===== config.mk =====
export PLATFORM = sky130hd
export DESIGN_NAME = mem_arbiter
export DESIGN_NICKNAME = d
export VERILOG_FILES = /design/src/rtl/mem_arbiter.sv
export SDC_FILE = /design/constraint.sdc
export NUM_CORES = 1
export LEC_CHECK = 0
export ABC_AREA = 1
export ABC_CLOCK_PERIOD_IN_PS = 3500
export CORE_UTILIZATION = 46
export DETAILED_ROUTE_END_ITERATION = 10
export HOLD_SLACK_MARGIN = 0.12
export PLACE_DENSITY_LB_ADDON = 0.12
export SETUP_SLACK_MARGIN = 0.15
export SLEW_MARGIN = 25
export SYNTH_ARGS = -nofsm -noshare
export SYNTH_HDL_FRONTEND = slang
export SYNTH_SLANG_ARGS = --single-unit

===== constraint.sdc =====
create_clock -name clk -period 3.5 [get_ports clk]
set_input_delay 0.35 -clock clk [delete_from_list [all_inputs] [get_ports clk]]
set_output_delay 0.35 -clock clk [all_outputs]
set_load 0.005 [all_outputs]

===== src/rtl/mem_arbiter.sv =====
// mem_arbiter: shares one synchronous single-port memory between the
// instruction-fetch port and the load/store data port. Each requester uses a
// level request with a one-cycle acknowledge; simultaneous requests are
// granted round-robin so neither side starves.
module mem_arbiter #(
  parameter int unsigned ADDR_W      = 32,
  parameter int unsigned MEM_LATENCY = 1
) (
  input  logic              clk,
  input  logic              rst_n,
  // instruction-fetch port (read only)
  input  logic              if_req,
  input  logic [ADDR_W-1:0] if_addr,
  output logic [31:0]       if_rdata,
  output logic              if_ack,
  // load/store data port
  input  logic              d_req,
  input  logic              d_we,
  input  logic [ADDR_W-1:0] d_addr,
  input  logic [31:0]       d_wdata,
  input  logic [3:0]        d_wmask,
  output logic [31:0]       d_rdata,
  output logic              d_ack,
  // memory side
  output logic              mem_en,
  output logic [3:0]        mem_we,
  output logic [ADDR_W-1:0] mem_addr,
  output logic [31:0]       mem_wdata,
  input  logic [31:0]       mem_rdata,
  // status
  output logic              busy
);

  localparam int unsigned CNT_W     = 2;
  // WAIT lasts MEM_LATENCY-1 cycles: load with MEM_LATENCY-2 and leave at zero
  localparam int unsigned WAIT_INIT = (MEM_LATENCY > 1) ? (MEM_LATENCY - 2) : 0;

  typedef enum logic [2:0] {
    ST_IDLE,
    ST_ISSUE,
    ST_WAIT,
    ST_CAPTURE,
    ST_RESP
  } state_t;

  state_t           state;
  logic             owner_d;      // 1 = data port owns the access in flight
  logic             acc_we;       // access in flight is a write
  logic             last_grant_d; // 1 = data port was granted most recently
  logic [CNT_W-1:0] wait_cnt;
  logic             grant_d_c;

  // Round-robin choice: data wins only if fetch is idle or fetch went last
  assign grant_d_c = d_req & (~if_req | ~last_grant_d);

  // Arbitration FSM with registered memory strobes, acks and read data
  always_ff @(posedge clk or negedge rst_n) begin
    if (!rst_n) begin
      state        <= ST_IDLE;
      owner_d      <= 1'b0;
      acc_we       <= 1'b0;
      last_grant_d <= 1'b1;
      wait_cnt     <= '0;
      if_rdata     <= '0;
      if_ack       <= 1'b0;
      d_rdata      <= '0;
      d_ack        <= 1'b0;
      mem_en       <= 1'b0;
      mem_we       <= '0;
      mem_addr     <= '0;
      mem_wdata    <= '0;
      busy         <= 1'b0;
    end else begin
      if_ack <= 1'b0;
      d_ack  <= 1'b0;
      case (state)
        ST_IDLE: begin
          if (if_req || d_req) begin
            state        <= ST_ISSUE;
            busy         <= 1'b1;
            mem_en       <= 1'b1;
            owner_d      <= grant_d_c;
            last_grant_d <= grant_d_c;
            if (grant_d_c) begin
              mem_addr  <= d_addr;
              mem_wdata <= d_wdata;
              mem_we    <= d_we ? d_wmask : 4'b0000;
              acc_we    <= d_we;
            end else begin
              mem_addr  <= if_addr;
              mem_we    <= 4'b0000;
              acc_we    <= 1'b0;
            end
          end
        end

        ST_ISSUE: begin
          mem_en <= 1'b0;
          mem_we <= 4'b0000;
          if (acc_we) begin
            // writes need no read data: acknowledge in the next cycle
            state  <= ST_RESP;
            d_ack  <= owner_d;
            if_ack <= ~owner_d;
          end else if (MEM_LATENCY == 1) begin
            state <= ST_CAPTURE;
          end else begin
            state    <= ST_WAIT;
            wait_cnt <= CNT_W'(WAIT_INIT);
          end
        end

        ST_WAIT: begin
          if (wait_cnt == '0) begin
            state <= ST_CAPTURE;
          end else begin
            wait_cnt <= wait_cnt - CNT_W'(1);
          end
        end

        ST_CAPTURE: begin
          state <= ST_RESP;
          if (owner_d) begin
            d_rdata <= mem_rdata;
            d_ack   <= 1'b1;
          end else begin
            if_rdata <= mem_rdata;
            if_ack   <= 1'b1;
          end
        end

        ST_RESP: begin
          state <= ST_IDLE;
          busy  <= 1'b0;
        end

        default: begin
          state <= ST_IDLE;
          busy  <= 1'b0;
        end
      endcase
    end
  end

endmodule


==> impl_metrics.csv <==
group,metric,value,unit
routing,wl_per_cell,14.79,um
clock_network,cts_root_buf,"clkbuf_16",
routing,drcViolationCount,0,
clock_network,cts_made_buffers,17,
logic_synthesis,synth.avg_cell_area,8.479,um2
logic_synthesis,ys_top_cells_by_area,"dfrtp_1 (57%), nand2_1 (23%), nand3_1 (5.7%), o21ai_1 (4.3%), buf_6 (1.8%)",
clock_network,h-tree-depth,4,
cells_and_area,syn_to_final_growth,53.06,%
logic_synthesis,synth-edff-count,0,
worst_setup_path,crit_type,"in -> reg",
logic_synthesis,synthArstFlopShare,100.0,%
routing,dr_total_vias,5736,
logic_synthesis,ys_types,20,
cells_and_area,num_antenna_cells,0,
floorplan,core,13240,um2
timing,rsz0062_at_grt,"no",
floorplan,io-pin-count,273,
floorplan,dieArea,14000,um2
logic_synthesis,synth_warnings,0,
logic_synthesis,synthCells,734,
routing,first_iter_violations,400,
floorplan,chipWidth,118.3,um
timing,max_slew.worst_pin.slew,0.8225,ns
logic_synthesis,yosysMostFrequentCell,"nand2_1",
logic_synthesis,synth-seq-area-share,57.92,%
job,cap_violations,0,
cells_and_area,layout-drive-gt1-share,5.894,%
pwr,totalPowerFinal,0.008257,W
logic_synthesis,synth_flop_cell,"dfrtp_1",
routing,routed_via_density,4.873,
clock_network,cts.sinks,144,
timing,fin_setup_tns,0,ns
logic_synthesis,synth_area,6223,um2
clock_network,clk_latency,0.41,ns
placement,placed_area,8925,um2
timing,period_minus_slack,2.260,ns
worst_setup_path,crit_required,3.80,ns
cells_and_area,fin_nets,1127,
worst_setup_path,crit_arrival,2.56,ns
floorplan,fp-row-count,42,
grt,grt_pass1_wl,28550,um
grt,antenna_found_initial,0,
floorplan,die_h,118.3,um
grt,grt_pass1_vias,5615,
timing,fin_crit_sh,64.57,%
pwr,p_per_area,866.8,nW/um2
grt,grtUsageTotal,26.27,%
grt,grt_max_degree,83,
worst_hold_path,hold_class,"reg -> reg",
placement,gp_congestion,0.8069,
worst_setup_path,crit_fanout,34,
floorplan,initial_core_util,47.00,%
logic_synthesis,synth_top_area_share,57.50,%
worst_setup_path,startpoint_type,"primary input",
timing,slew_headroom,45.12,%
routing,wirelength,17410,um
placement,hpwl,11530,um
pwr,p_leak,4.593,nW
clock_network,clk_pin_slew,0.06,ns
clock_network,cts_tree,"built",
timing,finalClockSkew,0.006912,ns
logic_synthesis,synth_seq_cells,144,
timing,setup_viol,0,
logic_synthesis,synth_fp_nets,872,
cells_and_area,final_area,9525,um2
timing,fmax,442.5,MHz
pwr,max-vdd-ir-drop,0.4050,mV
placement,portBuffers,272,
grt,gr-total-overflow,0,
worst_setup_path,end_kind,"register",
logic_synthesis,synth_top_area_cell,"dfrtp_1",
clock_network,cts_buffer_depth,2,
run_status,status,"complete, no violations",
timing,slew_viol_final,0,
timing,finalHoldViolations,0,
logic_synthesis,synth_commonest_cells,"nand2_1 (375), dfrtp_1 (143), nand3_1 (71)",
routing,ant_nets,0,
placement,dp_slack,0.7869,ns
routing,dr.pass1.iters,4,
timing,worst_slack,1.240,ns
==> logic make-up after synthesis <==
family / share of synthesized area, %
flops: 57.92
compound gates: 6.031
buf+inv: 5.730
simple gates: 29.98
fa+ha+maj: 0.2010
xor+xnor: 0.1408
==> worst max-delay path: stages <==
cell and delay [ns]:
clkdlybuf4s50_1 0.44, nand2_1 0.08, buf_4 0.30, nand2_1 0.14
inv_2 0.45, nand2_2 0.53, nand2_1 0.19, nand2_1 0.07
==> sequential cells by signal (all words and copies together) (netlist names) <==
signal / flops
busy: 1
mem_addr: 32
d_ack: 1
if_ack: 1
mem_wdata: 32
d_rdata: 32
if_rdata: 32
last_grant_d: 1
mem_en: 1
wait_cnt: 2
state: 3
owner_d: 1
mem_we: 4
acc_we: 1
==> cell usage in the layout, fill, tap and decap left out <==
cell type and count:
nand2_1 375, clkdlybuf4s50_1 271, dfrtp_1 142, nand3_1 71
o21ai_1 53, clkbuf_16 17, o21ai_0 8, inv_1 8
o21ai_2 8, buf_4 8, inv_2 6, nor2_1 6
nor2_4 5, clkbuf_1 5, bufinv_16 3, clkinv_2 3
clkbuf_8 3, nand2_2 2, nand2_4 1, xor2_1 1
ha_1 1, dlygate4sd3_1 1, buf_6 1, dfstp_2 1
dfrtp_2 1
==> cell type report <==
class / instances / area, um2
fill: 1095 / 3717
sequential: 144 / 3606
timing repair buffer: 281 / 2794
multi-input combinational: 531 / 2262
clock buffer: 25 / 485.5
tap: 176 / 220.2
clock inverter: 6 / 105.1
inverter: 14 / 52.55
==> worst paths after layout <==
path / cells past startpoint / slack [ns] / end / start
worst max-delay path: 8 / 1.24 / mem_wdata[1] / if_req
worst min-delay path: 2 / 0.47 / mem_addr[13] / mem_addr[13]
max in group asynchronous: 3 / 2.12 / if_rdata[19] / rst_n
worst min register to register: 2 / 0.47 / mem_addr[13] / mem_addr[13]
worst max register to register: 7 / 1.29 / mem_wdata[1] / last_grant_d
min in group asynchronous: 2 / 0.54 / d_rdata[25] / rst_n
==> per-stage QoR <==
stage               util, %  hold WS (ns)  std cells
global placement      67.38        0.4505       1145
floorplan                 -       0.05441        734
detailed placement    67.39        0.4517       1145
global route          71.93        0.4799       1177
finish                71.93        0.4680       1177
CTS                   71.93        0.4681       1177
==> layer usage <==
metal	track usage [%]	up-vias	routed length, um
li1	-	2826	-
met1	32.35	2640	7193
met2	43.13	230	8381
met4	11.14	0	536
met5	0	-	0
met3	7.625	40	1297
==> report_power, final <==
group | internal [W] | switching (W) | total (W) | leakage [nW]
Combinational | 0.00184 | 0.00164 | 0.00347 | 2.51
Sequential | 0.00246 | 0.000516 | 0.00297 | 1.79
Clock | 0.00117 | 0.000642 | 0.00181 | 0.291
Total | 0.00546 | 0.00280 | 0.00826 | 4.59
==> what timing repair did <==
item | in CTS | in global routing
endpoints found under the hold margin | 78 | 0
buffers inserted | 0 | 0
hold buffers | 1 | 0
gates resized for setup | 0 | 0
Note: power is estimated with default switching activity, not from simulation.
